### config.mk
export PLATFORM = sky130hd
export DESIGN_NAME = dice_roll_controller
export DESIGN_NICKNAME = d
export VERILOG_FILES = /design/src/rtl/dice_pkg.sv /design/src/rtl/button_debouncer.sv /design/src/rtl/dice_roll_controller.sv
export SDC_FILE = /design/constraint.sdc
export NUM_CORES = 1
export LEC_CHECK = 0
export ABC_AREA = 0
export CORE_MARGIN = 2
export CORE_UTILIZATION = 50
export CTS_CLUSTER_SIZE = 30
export DETAILED_ROUTE_END_ITERATION = 8
export PLACE_DENSITY = 0.71
export SLEW_MARGIN = 20
export SYNTH_ARGS = -nofsm -noshare
export SYNTH_HDL_FRONTEND = slang
export SYNTH_SLANG_ARGS = --single-unit
### constraint.sdc
create_clock -name clk -period 3.1 [get_ports clk]
set_input_delay 0.31 -clock clk [delete_from_list [all_inputs] [get_ports clk]]
set_output_delay 0.31 -clock clk [all_outputs]
set_load 0.01 [all_outputs]
### src/rtl/dice_pkg.sv
// Shared types for the dice roll controller: FSM state encoding and stats width.
package dice_pkg;

    typedef enum logic [1:0] {
        ST_IDLE = 2'd0,
        ST_SPIN = 2'd1,
        ST_SLOW = 2'd2,
        ST_DONE = 2'd3
    } dice_state_e;

    localparam int ROLL_TOTAL_W = 16;

endpackage

### src/rtl/button_debouncer.sv
// Two-flop synchronizer plus stability counter for the raw dice button.
// rise/fall strobe during the cycle before btn_db changes, so they line up with the toggle edge.
module button_debouncer
    import dice_pkg::*;
#(
    parameter int DEBOUNCE_CYCLES = 16
) (
    input  logic clk,
    input  logic reset,
    input  logic btn,
    output logic btn_db,
    output logic rise,
    output logic fall
);

    localparam int CNT_W = (DEBOUNCE_CYCLES > 2) ? $clog2(DEBOUNCE_CYCLES) : 1;
    localparam logic [CNT_W-1:0] CNT_LAST = CNT_W'(DEBOUNCE_CYCLES - 1);

    logic             sync1_q, sync2_q;
    logic [CNT_W-1:0] cnt_q, cnt_d;
    logic             db_q, db_d;

    always_ff @(posedge clk) begin
        if (reset) begin
            sync1_q <= 1'b0;
            sync2_q <= 1'b0;
            cnt_q   <= '0;
            db_q    <= 1'b0;
        end else begin
            sync1_q <= btn;
            sync2_q <= sync1_q;
            cnt_q   <= cnt_d;
            db_q    <= db_d;
        end
    end

    // Any cycle of agreement restarts the stability window.
    always_comb begin
        cnt_d = '0;
        db_d  = db_q;
        if (sync2_q != db_q) begin
            if (cnt_q == CNT_LAST) begin
                db_d = ~db_q;
            end else begin
                cnt_d = cnt_q + 1'b1;
            end
        end
    end

    assign btn_db = db_q;
    assign rise   = db_d & ~db_q;
    assign fall   = ~db_d & db_q;

endmodule

### src/rtl/dice_roll_controller.sv
// Turns a bouncy button into paced roll pulses: fixed-rate spin while held, a
// doubling-interval slow-down tail after release, then a result_valid strobe.
// Optional roll_total statistics counter enabled by defining DICE_ROLL_STATS_EN.
module dice_roll_controller
    import dice_pkg::*;
#(
    parameter int DEBOUNCE_CYCLES = 16,
    parameter int SPIN_DIV        = 4,
    parameter int SLOW_STEPS      = 5
) (
    input  logic clk,
    input  logic reset,
    input  logic btn,
    output logic roll,
    output logic rolling,
    output logic result_valid,
    output logic btn_db
`ifdef DICE_ROLL_STATS_EN
   ,output logic [ROLL_TOTAL_W-1:0] roll_total
`endif
);

    // ivl must hold the longest slow interval minus one without wrapping.
    localparam int IVL_W  = $clog2(SPIN_DIV << SLOW_STEPS);
    localparam int STEP_W = (SLOW_STEPS > 1) ? $clog2(SLOW_STEPS + 1) : 1;

    localparam logic [IVL_W-1:0]  SPIN_END  = IVL_W'(SPIN_DIV - 1);
    localparam logic [STEP_W-1:0] LAST_STEP = STEP_W'(SLOW_STEPS - 1);

    logic db_rise, db_fall;

    dice_state_e       state_q, state_d;
    logic [IVL_W-1:0]  ivl_q, ivl_d;
    logic [STEP_W-1:0] step_q, step_d;
    logic [IVL_W-1:0]  slow_end;
    logic              roll_q, roll_d;
    logic              rv_q, rv_d;
    logic              rolling_q, rolling_d;

    button_debouncer #(
        .DEBOUNCE_CYCLES (DEBOUNCE_CYCLES)
    ) u_debouncer (
        .clk    (clk),
        .reset  (reset),
        .btn    (btn),
        .btn_db (btn_db),
        .rise   (db_rise),
        .fall   (db_fall)
    );

    always_ff @(posedge clk) begin
        if (reset) begin
            state_q   <= ST_IDLE;
            ivl_q     <= '0;
            step_q    <= '0;
            roll_q    <= 1'b0;
            rv_q      <= 1'b0;
            rolling_q <= 1'b0;
        end else begin
            state_q   <= state_d;
            ivl_q     <= ivl_d;
            step_q    <= step_d;
            roll_q    <= roll_d;
            rv_q      <= rv_d;
            rolling_q <= rolling_d;
        end
    end

    // Slow interval doubles each step: SPIN_DIV << (step+1) cycles.
    assign slow_end = IVL_W'((SPIN_DIV << (32'(step_q) + 1)) - 1);

    always_comb begin
        state_d   = state_q;
        ivl_d     = ivl_q + 1'b1;
        step_d    = step_q;
        roll_d    = 1'b0;
        rv_d      = 1'b0;
        rolling_d = (state_q != ST_IDLE);

        unique case (state_q)
            ST_IDLE: begin
                ivl_d  = '0;
                step_d = '0;
                if (db_rise) begin
                    state_d = ST_SPIN;
                end
            end
            ST_SPIN: begin
                if (ivl_q == SPIN_END) begin
                    roll_d = 1'b1;
                    ivl_d  = '0;
                end
                // A pulse due on the release edge still goes out; a partial interval is dropped.
                if (db_fall) begin
                    state_d = ST_SLOW;
                    ivl_d   = '0;
                    step_d  = '0;
                end
            end
            ST_SLOW: begin
                if (ivl_q == slow_end) begin
                    roll_d = 1'b1;
                    ivl_d  = '0;
                    step_d = step_q + 1'b1;
                    if (step_q == LAST_STEP) begin
                        state_d = ST_DONE;
                    end
                end
            end
            ST_DONE: begin
                rv_d    = 1'b1;
                ivl_d   = '0;
                state_d = ST_IDLE;
            end
            default: begin
                state_d = ST_IDLE;
                ivl_d   = '0;
            end
        endcase
    end

    assign roll         = roll_q;
    assign result_valid = rv_q;
    assign rolling      = rolling_q;

`ifdef DICE_ROLL_STATS_EN
    logic [ROLL_TOTAL_W-1:0] roll_total_q, roll_total_d;

    always_ff @(posedge clk) begin
        if (reset) begin
            roll_total_q <= '0;
        end else begin
            roll_total_q <= roll_total_d;
        end
    end

    // Saturating count of completed rolls.
    always_comb begin
        roll_total_d = roll_total_q;
        if (rv_d && (roll_total_q != '1)) begin
            roll_total_d = roll_total_q + 1'b1;
        end
    end

    assign roll_total = roll_total_q;
`endif

endmodule

# Yosys cells after proc, flatten, opt, wreduce, memory -nomap -nowiden
# Cells that the tools add are included.
[op_classes]
bitwise = 5
n_reduce_logical = 7
addsub = 5
n_mux = 18
magnitude_cmp = 0
multipliers = 0
n_div = 0
shift = 1
eq_ne = 12
[ops]
columns = ["op", "n"]
rows = [
  ["7-bit 2-to-1 mux", 3],
  ["7-bit case mux with 3 select lines", 1],
  ["3-bit case mux with 3 select lines", 1],
  ["2-bit 2-to-1 mux", 4],
  ["2-bit inequality test (second input constant)", 4],
  ["2-bit case mux with 4 select lines", 1],
  ["7-bit by 1-bit adder with 7-bit output (second input constant)", 1],
  ["7-bit by 2-bit equality test with 1-bit output (second input constant)", 1],
  ["7-bit equality test", 1],
  ["3-bit by 4-bit left shift with 7-bit output (first input constant)", 1],
  ["7-bit by 2-bit subtractor with 7-bit output (second input constant)", 1],
  ["3-bit 2-to-1 mux", 2],
  ["1-bit 2-to-1 mux", 5],
  ["3-bit by 1-bit adder with 4-bit output (second input constant)", 1],
  ["4-bit by 1-bit adder with 4-bit output (second input constant)", 1],
  ["2-bit equality test (second input constant)", 2],
  ["4-bit equality test (second input constant)", 1],
  ["4-bit AND reduction", 1],
  ["3-bit by 1-bit adder with 3-bit output (second input constant)", 1],
  ["3-bit equality test (second input constant)", 1],
  ["1-bit inverter", 3],
  ["3-bit AND reduction", 1],
  ["3-bit nonzero test", 1],
  ["3-bit OR reduction", 1],
  ["7 further kinds", 8],
]
[word_totals]
latchBits = 0
romBits = 0
reg_bits = 22
in_bits = 3
wordCells = 58
mem_count = 0
ramBits = 0

# Depth between registers and ports, before layout
[logic_depth]
ltp_word = 7
depth_mapped = 10

# Hierarchy
# A second synthesis with hierarchy kept.
[hier_totals]
hier_cells = 144
area_unflattened_um2 = 1338.8
[modules_own_cells]
columns = ["mod", "seq_area_each_um2", "area_per_inst_um2", "n_inst", "cells_per_inst"]
rows = [
  ["dice_roll_controller", 300.3, 1079.8, 1, 119],
  ["button_debouncer", 140.1, 259.0, 1, 25],
]

# Worst setup path after synthesis
# OpenSTA, ideal clock, no wires.
[synth_timing]
path_type = "register to register"
from = "register step_q[0]"
to = "register step_q[1]"
path_stages_with_launch = 9
arrival_ns = 2.590
slack_ns = 0.415
required_ns = 3.005
setup_ns = 0.095
path_buffers = 0
synth_period_minus_slack_ns = 2.685
path_cell_list = "dfxtp_1 -> ha_1 -> ha_1 -> or4_2 -> o2111ai_1 -> xor2_1 -> or3_4 -> or4_1 -> o311ai_1"
[synth_via]
elab_chain_len = 6
word_cells_on_any_way = 9
[synth_lines]
columns = ["item", "line", "source"]
rows = [
  ["start: declaration", "dice_roll_controller.sv:34", "logic [STEP_W-1:0] step_q, step_d;"],
  ["start signal: assignment", "dice_roll_controller.sv:62", "step_q <= step_d;"],
  ["3-bit by 1-bit adder with 4-bit output", "dice_roll_controller.sv:70", "assign slow_end = IVL_W'((SPIN_DIV << (32'(step_q) + 1)) - 1);"],
  ["3-bit by 4-bit left shift with 7-bit output", "dice_roll_controller.sv:70", ""],
  ["7-bit by 2-bit subtractor with 7-bit output", "dice_roll_controller.sv:70", ""],
  ["7-bit equality test", "dice_roll_controller.sv:101", "if (ivl_q == slow_end) begin"],
  ["2-bit inequality test (no source line)", "-", ""],
  ["3-bit AND reduction (no source line)", "-", ""],
]
# Parallel ways exist; a longest one is shown, timed or not. The select of a mux whose other input is x is not followed.
# A chain may end at the register's enable or synchronous reset.

# Worst setup path in the final report
# Ends and elaborated chain as after synthesis.

==> metrics <==
status complete, no violations; max-cap viol count 0; H-tree levels 1; GRT Overall Usage 0.200; DRC viols 0; relative slew slack 0.676; Via density roughly 5.8; Multi-input gate area just over 800 sq um; GRT Residual Overflow 0; Final #Nets 170; latest clock arrival within the worst-skew pair between 0.3 and 0.4 ns; CTS Hold Buffers Added 0; number of synthesized flops with an enable pin 0; HP Class reg -> reg; share of layout cells above drive strength 1 0.0588; Setup crit end kind register; r2r startpoint step_q[0]; Worst path most repeated cell ha_1; core footprint roughly 0.0025 sq mm; clock group share of total power 0.332; Cell Int Power 0.483 mW; switching power 0.186 mW; Yosys top cell by area dfxtp_1; Layout Cells excl Fill 183; Worst-path clk slew about 0.12 ns; Ys Warns 0; fill count approximately 220; DRT Wirelength roughly 2500 microns; first-pass GRT wire length roughly 4200 microns; DR WL/cell 13.4 microns; Worst Path Required ~3.3 ns; gpl congestion about 0.77; Die Area approximately 0.003 sq mm; post-layout min period roughly 2.9 ns; Pins Over Slew Limit 0; Root Driver clkbuf_4; vias in the first global route between 900 and 1000; Worst Tran Pin Value between 0.4 and 0.5 ns; crit path kind reg -> reg; delay-heaviest family, CP simple AND/OR/NAND/NOR gates; Util after Layout 0.587; synthesized cell area ~0.0013 sq mm; CP Launch Type register; most frequent cells after synthesis dfxtp_1, nand3_1, ha_1, nand2_1, xor2_1; DR vias around 1100; period utilization 0.925; Mapped Avg Cell Area ~9 sq um; pwr/cell area between 400 and 500 mW/mm^2; worst setup path start step_q[0]; setup TNS 0 ns; library cells used by synthesis 38; Sw Share 0.278; placed cell count 179; CP arrival 3.10 ns; largest net degree at the start of global routing 23; CP peak stage delay about 0.61 ns; slowest stage cell, crit path or4_2; Worst Clk Skew between 0.001 and 0.0015 ns; chip width 54.7 microns; Yosys top cell area share 0.342; Synthesized Nets 160; ys async rst share 0; TritonRoute pass-1 iters 4; CTS Buf Count 3; crit-path cells ha_1 > ha_1 > or4_2 > o2111ai_1 > xor2_1 > or3_4 > or4_1 > o311ai_1; Syn Inst Count ~140; count leader, synth dfxtp_1; Clock Path Buffers 2; crit path buf inv count 0; initial drt markers 18; die height about 55 microns; Buffers on Ports 6; Top FF cell, synth dfxtp_1; R2R setup slack around 0.23 ns; Pleak approximately 0.53 nW; sequential-to-total area share from yosys stat 0.342; Peak VDD IR 0.349 mV; Layout area overhead 12.0%; largest cells by area after synthesis dfxtp_1, ha_1, nand3_1; CTS tree done; RSZ-0062 raised after global routing false; Final Hold Vio Count 0; post-CTS sizing 0; Yosys reg bits 22; fmax about 0.35 GHz; post-CTS setup buffer count 0; part of the power in registers 0.464; Final HPWL DP around 1800 microns; CTS sink count 22; final setup vio count 0; critical path peak fanout 7; IO Pins 7; Antenna Cells 0; final hold slack 0.459 ns; Rows 18; initial antenna violation count 0; Reg area about 440 sq um; final instance area approximately 0.0014 sq mm; Antenna Nets Post-Route 0; Hold Startpoint u_debouncer.sync1_q; Initial Util 0.524; Comb pwr share 0.204; cell area after placement 0.00139 sq mm
==> through the flow <==
step	worst slack (ns)	power (mW)
2_1_floorplan	0.415	0.411
3_3_place_gp	0.346	0.445
3_5_place_dp	0.269	0.449
4_1_cts	0.247	0.673
5_1_grt	0.0864	0.701
6_report	0.232	0.668
==> path summary, 6_finish.rpt <==
kind	to	cells past startpoint
worst min-delay path	u_debouncer.sync2_q	1
worst max register to register	step_q[1]	8
worst max-delay path	step_q[1]	8
worst min register to register	u_debouncer.sync2_q	1
==> logic make-up after synthesis <==
group | count (synthesis) | share of synthesized area
muxes | 1 | 0.00777
and+or+nand+nor | 57 | 0.240
DFF | 22 | 0.342
xor gates and xnor gates | 14 | 0.0952
buffers and inverters | 9 | 0.0262
adders and majority gates | 13 | 0.126
AOI/OAI and AO/OA | 28 | 0.162
==> cells in the final DEF (no fill, tap or decap), types with 2 or more instances in the layout <==
cell / n
and3_1: 2
clkdlybuf4s50_1: 6
xnor2_1: 5
o311ai_1: 3
nand2b_1: 3
xor2_1: 9
dfxtp_1: 22
inv_1: 6
a31oi_1: 2
buf_4: 2
ha_1: 13
o21ai_0: 2
nor2b_1: 4
nor4b_1: 4
nand3_1: 16
a211oi_1: 6
nor3_1: 2
clkbuf_4: 3
nor2_1: 6
nand2_1: 13
a21oi_1: 5
==> state kept, by name, summed over array words and instances, names as in the netlist, 2 cells and up <==
name	count
ivl_q	7
state_q	2
step_q	3
u_debouncer.cnt_q	4
==> layout make-up <==
class,count,share of cell area
clock buffers,3,0.0156
clock inverters,1,0.0208
inverters,6,0.0156
multi-input cells,113,0.564
flip-flops and latches,22,0.306
well taps,30,0.0260
repair buffers,8,0.0521
==> power groups by stage <==
stage | Clock, mW | Sequential (mW) | Combinational [mW]
floorplan | 0 | 0.315 | 0.0965
global placement | 0 | 0.315 | 0.130
detailed placement | 0 | 0.317 | 0.133
CTS | 0.227 | 0.310 | 0.135
global route | 0.234 | 0.312 | 0.154
finish | 0.222 | 0.310 | 0.136
==> metal layers <==
layer  vias up  GRT usage  share of wire
met5         -          0              0
met2        13      0.343           0.46
met4         0      0.100          0.022
met1       498      0.238           0.50
met3         5     0.0328          0.020
li1        548          -              -
No activity file was read; power rests on OpenSTA's default activity.
